`config.mk`:
```
export PLATFORM = sky130hd
export DESIGN_NAME = pc_fetch_ctrl_flat
export DESIGN_NICKNAME = d
export VERILOG_FILES = /design/src/rtl/cpu_pkg.sv /design/src/rtl/pc_fetch_ctrl_if.sv /design/src/rtl/adder_pc.sv /design/src/rtl/pc_fetch_ctrl.sv /design/src/flat_wrapper.sv
export SDC_FILE = /design/constraint.sdc
export NUM_CORES = 1
export LEC_CHECK = 0
export BUFFER_PORTS_ARGS = -buffer_cell sky130_fd_sc_hd__buf_2
export CORE_ASPECT_RATIO = 0.9
export CORE_MARGIN = 4
export CORE_UTILIZATION = 53
export DETAILED_ROUTE_END_ITERATION = 10
export HOLD_SLACK_MARGIN = 0.02
export PLACE_DENSITY = 0.85
export SLEW_MARGIN = 10
export SYNTH_ARGS = -nofsm -noshare
export SYNTH_HDL_FRONTEND = slang
export SYNTH_SLANG_ARGS = --single-unit
```
`constraint.sdc`:
```
create_clock -name clk -period 3.32 [get_ports clk]
set_input_delay 0.166 -clock clk [delete_from_list [all_inputs] [get_ports clk]]
set_output_delay 0.166 -clock clk [all_outputs]
set_load 0.01 [all_outputs]
```
`src/rtl/cpu_pkg.sv`:
```
// Shared fetch-stage types and constants for the 16-bit RISC core.
package cpu_pkg;

  localparam int PC_W    = 16;
  localparam int INSTR_W = 16;
  localparam int OPC_HI  = 15;
  localparam int OPC_LO  = 12;
  localparam int OPC_W   = OPC_HI - OPC_LO + 1;

  localparam logic [OPC_W-1:0] HALT_OPCODE_DEF = 4'hF;

  typedef enum logic [1:0] {
    IDLE  = 2'd0,
    FETCH = 2'd1,
    HALT  = 2'd2
  } fetch_state_t;

  function automatic logic [OPC_W-1:0] opcode(input logic [INSTR_W-1:0] w);
    return w[OPC_HI:OPC_LO];
  endfunction

endpackage

```
`src/rtl/pc_fetch_ctrl_if.sv`:
```
// Instruction-memory request/response bus between fetch and imem.
// Request and address are registered-state driven; ready may arrive after 0..n wait cycles.
interface pc_fetch_ctrl_if;
  import cpu_pkg::*;

  logic               imem_req;
  logic [PC_W-1:0]    imem_addr;
  logic               imem_ready;
  logic [INSTR_W-1:0] imem_rdata;

  modport master (output imem_req, output imem_addr, input imem_ready, input imem_rdata);
  modport slave  (input imem_req, input imem_addr, output imem_ready, output imem_rdata);

endinterface

```
`src/rtl/adder_pc.sv`:
```
// 16-bit PC incrementer/decrementer: Y = A + 2 (Sub=0) or A - 2 (Sub=1), modulo 2^16.
// Purely combinational, no backpressure.
module adder_pc (
  input  logic [15:0] A,
  input  logic        Sub,
  output logic [15:0] Y
);

  always_comb begin
    Y = Sub ? (A - 16'd2) : (A + 16'd2);
  end

endmodule

```
`src/rtl/pc_fetch_ctrl.sv`:
```
// Fetch sequencer: owns the PC, issues imem requests and loads the IF/ID register.
// One-cycle fetch latency; stall freezes PC and IF/ID, imem wait states insert bubbles.
module pc_fetch_ctrl
  import cpu_pkg::*;
#(
  parameter logic [PC_W-1:0]  RESET_PC    = 16'h0000,
  parameter logic [OPC_W-1:0] HALT_OPCODE = HALT_OPCODE_DEF
) (
  input  logic               clk,
  input  logic               rst,
  input  logic               stall,
  input  logic               br_taken,
  input  logic [PC_W-1:0]    br_target,
  pc_fetch_ctrl_if.master    imem,
  output logic               instr_valid,
  output logic [INSTR_W-1:0] instr,
  output logic [PC_W-1:0]    pc_out,
  output logic [PC_W-1:0]    pc_plus2,
  output logic               halted
);

  fetch_state_t    state, state_nxt;
  logic [PC_W-1:0] pc, pc_nxt, pc_inc, br_pc;
  logic            accept, is_halt;

  adder_pc u_adder_pc (
    .A   (pc),
    .Sub (1'b0),
    .Y   (pc_inc)
  );

  assign br_pc   = br_target & {{(PC_W-1){1'b1}}, 1'b0};
  assign accept  = (state == FETCH) && imem.imem_ready && !stall && !br_taken;
  assign is_halt = (opcode(imem.imem_rdata) == HALT_OPCODE);

  always_ff @(posedge clk) begin
    if (rst) begin
      state <= IDLE;
    end else begin
      state <= state_nxt;
    end
  end

  always_comb begin
    state_nxt = state;
    if (br_taken) begin
      state_nxt = FETCH;
    end else begin
      case (state)
        IDLE:    state_nxt = FETCH;
        FETCH:   if (accept && is_halt) state_nxt = HALT;
        HALT:    state_nxt = HALT;
        default: state_nxt = IDLE;
      endcase
    end
  end

  always_comb begin
    imem.imem_req = (state == FETCH);
    halted        = (state == HALT);
  end

  assign imem.imem_addr = pc;

  // A halt word is delivered but the PC stays on it so a resume needs a redirect.
  always_comb begin
    pc_nxt = pc;
    if (br_taken) begin
      pc_nxt = br_pc;
    end else if (accept && !is_halt) begin
      pc_nxt = pc_inc;
    end
  end

  always_ff @(posedge clk) begin
    if (rst) begin
      pc          <= RESET_PC;
      instr_valid <= 1'b0;
      instr       <= '0;
      pc_out      <= '0;
      pc_plus2    <= '0;
    end else begin
      pc <= pc_nxt;
      if (br_taken) begin
        instr_valid <= 1'b0;
      end else if (!stall) begin
        if (accept) begin
          instr_valid <= 1'b1;
          instr       <= imem.imem_rdata;
          pc_out      <= pc;
          pc_plus2    <= pc_inc;
        end else begin
          instr_valid <= 1'b0;
        end
      end
    end
  end

endmodule
```
`src/flat_wrapper.sv`:
```
// flat-port wrapper written by rule: the top's interface ports become plain ports
module pc_fetch_ctrl_flat import cpu_pkg::*;
#(
  parameter logic [PC_W-1:0]  RESET_PC    = 16'h0000,
  parameter logic [OPC_W-1:0] HALT_OPCODE = HALT_OPCODE_DEF
)
  (clk, rst, stall, br_taken, br_target, instr_valid, instr, pc_out, pc_plus2, halted, imem_imem_req, imem_imem_addr, imem_imem_ready, imem_imem_rdata);
  pc_fetch_ctrl_if imem_i ();
  input  logic clk;
  input  logic rst;
  input  logic stall;
  input  logic br_taken;
  input  logic [PC_W-1:0] br_target;
  output logic instr_valid;
  output logic [INSTR_W-1:0] instr;
  output logic [PC_W-1:0] pc_out;
  output logic [PC_W-1:0] pc_plus2;
  output logic halted;
  output wire logic [$bits(imem_i.imem_req)-1:0] imem_imem_req;
  output wire logic [$bits(imem_i.imem_addr)-1:0] imem_imem_addr;
  input wire logic [$bits(imem_i.imem_ready)-1:0] imem_imem_ready;
  input wire logic [$bits(imem_i.imem_rdata)-1:0] imem_imem_rdata;
  assign imem_imem_req = imem_i.imem_req;
  assign imem_imem_addr = imem_i.imem_addr;
  assign imem_i.imem_ready = imem_imem_ready;
  assign imem_i.imem_rdata = imem_imem_rdata;
  pc_fetch_ctrl #(.RESET_PC(RESET_PC), .HALT_OPCODE(HALT_OPCODE)) u_core (.clk(clk), .rst(rst), .stall(stall), .br_taken(br_taken), .br_target(br_target), .imem(imem_i), .instr_valid(instr_valid), .instr(instr), .pc_out(pc_out), .pc_plus2(pc_plus2), .halted(halted));
endmodule
```
# ---- Word level (Yosys, flattened, before mapping)
# Index checks and enable logic that the tools add are counted.
dict set report op_classes {
  addsub 1
  eq_ne 5
  mux 6
  bitwise 2
  n_reduce_logical 12
}
# operator count
set op_table {}
lappend op_table {{$mux W16} 2}
lappend op_table {{$add A16 B2 Y16 const B} 1}
lappend op_table {{$pmux W2 S3} 1}
lappend op_table {{$logic_and A1 B1 Y1} 5}
lappend op_table {{$eq A4 B4 Y1 const B} 1}
lappend op_table {{$logic_not A1 Y1} 3}
lappend op_table {{$ne A3 B2 Y1 const B} 1}
lappend op_table {{$reduce_and A3 Y1} 1}
lappend op_table {{$eq A2 B1 Y1 const B} 1}
lappend op_table {{$eq A2 B2 Y1 const B} 1}
lappend op_table {{$logic_not A2 Y1} 1}
lappend op_table {{$mux W1} 2}
lappend op_table {{$mux W2} 1}
lappend op_table {{$ne A2 B1 Y1 const B} 1}
lappend op_table {{$not A1 Y1} 2}
lappend op_table {{$reduce_bool A2 Y1} 1}
lappend op_table {{$reduce_or A2 Y1} 1}
dict set report word_totals {
  register_bits 67
  wordCells 34
}

# ---- Longest topological paths before layout
dict set report logic_depth {
  depth_word 8
  mapped_depth 8
}

# ---- Hierarchy
# From an unflattened synthesis, not the netlist that was laid out.
dict set report hier_totals {
  cells_unflattened 410
  hier_area_um2 3354.5
}
# mod instances cells_each area_each_um2 seq_area_each_um2
set by_module_without_submodules {}
lappend by_module_without_submodules {pc_fetch_ctrl 1 323 2692.6 1341.3}
lappend by_module_without_submodules {adder_pc 1 87 661.9 0.0}

# ---- Worst setup path after synthesis
# No wires, ideal clock.
dict set report synth_path {
  path_kind {reg2reg}
  startpoint {reg u_core.pc[1], in the netlist u_core.imem.imem_addr[1]}
  endpoint {reg u_core.pc[13], in the netlist u_core.imem.imem_addr[13]}
  setup_time_ps 74
  arrival_ps 1725
  t_required_ps 3246
  path_slack_ps 1520
  path_stages_with_launch 6
  period_less_slack_ps 1800
  cell_sequence {dfxtp_1 > ha_1 > nand3_1 > or4_4 > or3_1 > a31oi_1}
}
dict set report synth_between {
  elab_chain_len 3
}
# element line
set synth_rtl {}
lappend synth_rtl {{start, declared} pc_fetch_ctrl.sv:23} ;# logic [PC_W-1:0] pc, pc_nxt, pc_inc, br_pc;
lappend synth_rtl {{start signal, assigned} pc_fetch_ctrl.sv:83} ;# pc <= pc_nxt;
lappend synth_rtl {{$add A16 B2 Y16} adder_pc.sv:10} ;# Y = Sub ? (A - 16'd2) : (A + 16'd2);
lappend synth_rtl {{$mux W16} pc_fetch_ctrl.sv:70} ;# end else if (accept && !is_halt) begin
lappend synth_rtl {{$mux W16} pc_fetch_ctrl.sv:68} ;# if (br_taken) begin
# Every way passes these cells. The select of a mux whose other input is x is not followed.
# A chain may end at the register's enable or synchronous reset.

# ---- Worst setup path after layout
dict set report layout_path {
  startpoint {reg u_core.state[1]}
  endpoint {reg u_core.pc[6], in the netlist u_core.imem.imem_addr[6]}
}
dict set report layout_between {
  elab_chain_len 6
}
# element line
set layout_rtl {}
lappend layout_rtl {{start, declared} pc_fetch_ctrl.sv:22} ;# fetch_state_t state, state_nxt;
lappend layout_rtl {{start signal, assigned} pc_fetch_ctrl.sv:40} ;# state <= state_nxt;
lappend layout_rtl {{$eq A2 B1 Y1} pc_fetch_ctrl.sv:33} ;# assign accept = (state == FETCH) && imem.imem_ready && !stall && !br_taken;
lappend layout_rtl {{$logic_and A1 B1 Y1 (3 in a row)} pc_fetch_ctrl.sv:33}
lappend layout_rtl {{$logic_and A1 B1 Y1} pc_fetch_ctrl.sv:70}
lappend layout_rtl {{$reduce_bool A2 Y1 (no line)} -}
# Every way passes these cells.

==> flow_summary.toml <==
[synth]
synth.most_common_cell = "nand2_1"
syn_inst = 349
ys_warn_count = 0
ys_ff_latch = 64
synth_top_area_share = 0.452
ys_seq_area_frac = 0.452
synth_area_per_cell_um2 = 8.12
ys_types = 44
synth_ff_type = "dfxtp_1"
yosys-top-cells-area = "dfxtp_1 45%, nand2_1 9.5%, a21oi_1 7.9%, a211oi_1 4.2%, xnor2_1 2.5%"
async_flop_share = 0
synth_commonest_cells = "72 x nand2_1, 64 x dfxtp_1, 45 x a21oi_1"
yosysTopAreaCell = "dfxtp_1"
syn-cell-area_um2 = 2840
synth_edf_count = 0

[sta]
worst_pin_slew_ns = 1.20
hold_viol = 0
fin_crit_ns = 2.44
setup_violations = 0
slew_headroom = 0.203
whs_ns = 0.0680
rsz0062_at_grt = "no"
fin_skew_ns = 0.00515
fin_crit_sh = 0.735
fmax_ghz = 0.410
setup_tns_ns = 0
timing.final.max_slew_violations = 0

[critical_path]
critPathKind = "reg2reg"
critPathSlowestCell = "nor4bb_4"
crit_buf_inv = 1
cp_top_family = "simple AND/OR/NAND/NOR gates"
critPathMaxFanout = 16
worstPathRequired_ns = 3.56
start_kind = "flop"
end_kind = "flop"
crit_chain = "inv_1, ha_1, nor4bb_4, nand2_2, or3_2, a31oi_1"
critical-path-max-stage-delay_ns = 0.71
arrival_ns = 2.68

[placement]
place_area_um2 = 3330
dp_hpwl_mm = 4.90
io_buffers = 99
place_congestion = 0.774

[floorplan]
initial_core_util = 0.565
rows = 24
die_area_um2 = 6590
die_w_um = 85.1
io_pins = 104
die_h_um = 77.4
coreArea_um2 = 5010

[clock_tree]
cts_made_buffers = 9
cts.reportedPaths.clkPinSlew_ns = 0.06
root_buffer = "clkbuf_8"
htreeDepth = 3
ctsHoldBuffers = 0
clock_path_buffers = 2
cts_tree = "done"
ctsResizeCount = 0
cts_setup_buffers = 0
clock_latency_ns = 0.33
clock-sinks = 64

[layout]
nets = 475
regArea_um2 = 1280
area_growth_pct = 23.0
multi_input_area_um2 = 1430
fin_util = 0.696
postLayoutCellArea_um2 = 3490
layout-drive-gt1-share = 0.282
n_fill_cell = 418
n_antenna_cell = 0

[grt]
grt_overflow = 0
grt_max_degree = 68
grt_pass1_wl_mm = 12.0
grt_pass1_vias = 2558
antenna_found_initial = 0
grt_use_total = 0.219

[power]
power_leakage_uw = 0.00144
p_per_area_nw_per_um2 = 443
comb_power_share = 0.102
p_sw_frac = 0.251
seqPwrFrac = 0.532
power_switching_uw = 389
p_total_uw = 1550
power_frac_clock = 0.366
p_int_uw = 1160
vdd_drop_max_uv = 296

[worst_hold_path]
hold_class = "in2reg"

[detailed_routing]
antenna_left = 0
wl_mm = 7.18
avgViaCountPerCell = 5.53
vias = 2771
drt_iter0_drc = 288
drcViolationCount = 0
dr.pass1.iters = 4
drt-wirelength-per-cell_um = 14.3

[job]
drv_cap = 0

[run_status]
outcome = "finished clean"
==> placed cells by master, fill, tap and decap left out, types with 3 or more instances in the layout <==
cell,instances
a31oi_1,9
conb_1,3
dfxtp_1,64
xnor2_1,8
nand3b_1,5
nand2_1,72
buf_2,99
nor2_1,17
clkbuf_8,11
a21oi_1,45
and3_1,4
inv_1,6
a211oi_1,16
o21ai_0,6
nor4_1,4
xor2_1,5
and2_1,4
buf_4,3
mux2i_1,3
nor3_1,12
ha_1,4
nand3_1,9
==> state kept, by name, summed over array words and instances (netlist names) <==
signal,flops
u_core.imem.imem_addr,15
u_core.instr_valid,1
u_core.pc_out,15
u_core.pc_plus2,15
u_core.instr,16
u_core.state,2
==> worst paths after layout <==
path | startpoint | to | slack (ns) | cells after the start
hold reg to reg | u_core.instr[0] | u_core.instr[0] | 0.45 | 2
setup / recovery | u_core.state[1] | u_core.imem.imem_addr[6] | 0.88 | 6
hold / removal | imem_imem_rdata[11] | u_core.instr[11] | 0.07 | 3
setup reg to reg | u_core.state[1] | u_core.imem.imem_addr[6] | 0.88 | 6
==> stage by stage <==
step,std cells,setup slack [ns]
4_1_cts,501,0.856
5_1_grt,501,0.643
6_report,501,0.880
2_1_floorplan,351,1.52
3_5_place_dp,488,0.882
3_3_place_gp,488,0.937
==> power by group through the flow <==
| stage | registers, uW | clock network, uW | logic (uW) |
|---|---|---|---|
| 2_1_floorplan | 840 | 0 | 92.2 |
| 3_3_place_gp | 838 | 0 | 154 |
| 3_5_place_dp | 839 | 0 | 157 |
| 4_1_cts | 822 | 578 | 158 |
| 5_1_grt | 827 | 627 | 174 |
| 6_report | 823 | 566 | 157 |
==> worst reg2reg max path, cell delays in order (launching register included) <==
cell	delay, ns
dfxtp_1	0.32
inv_1	0.08
ha_1	0.22
nor4bb_4	0.71
nand2_2	0.32
or3_2	0.53
a31oi_1	0.17
==> cell type report <==
class,instances,share of cell area
Multi-Input combinational cell,251,0.409
Sequential cell,64,0.367
Timing Repair Buffer,102,0.148
Clock buffer,12,0.0445
Tap cell,65,0.0233
Inverter,6,0.00646
Clock inverter,1,0.00143
==> cells by family after synthesis <==
family	Yosys count	synth area share
adders and majority gates	4	0.0177
xor gates and xnor gates	13	0.0402
and+or+nand+nor	144	0.248
buffers and inverters	36	0.0552
AOI/OAI and AO/OA	84	0.175
muxes	3	0.0106
other	1	0.00132
DFF	64	0.452
==> routing by layer <==
metal | up-vias | global-route usage | share of wire
met5 | - | 0 | 0
met4 | 0 | 0.0570 | 0.012
met3 | 8 | 0.0699 | 0.070
met2 | 94 | 0.369 | 0.49
met1 | 1281 | 0.272 | 0.43
li1 | 1388 | - | -
Note: power is estimated with default switching activity, not from simulation.
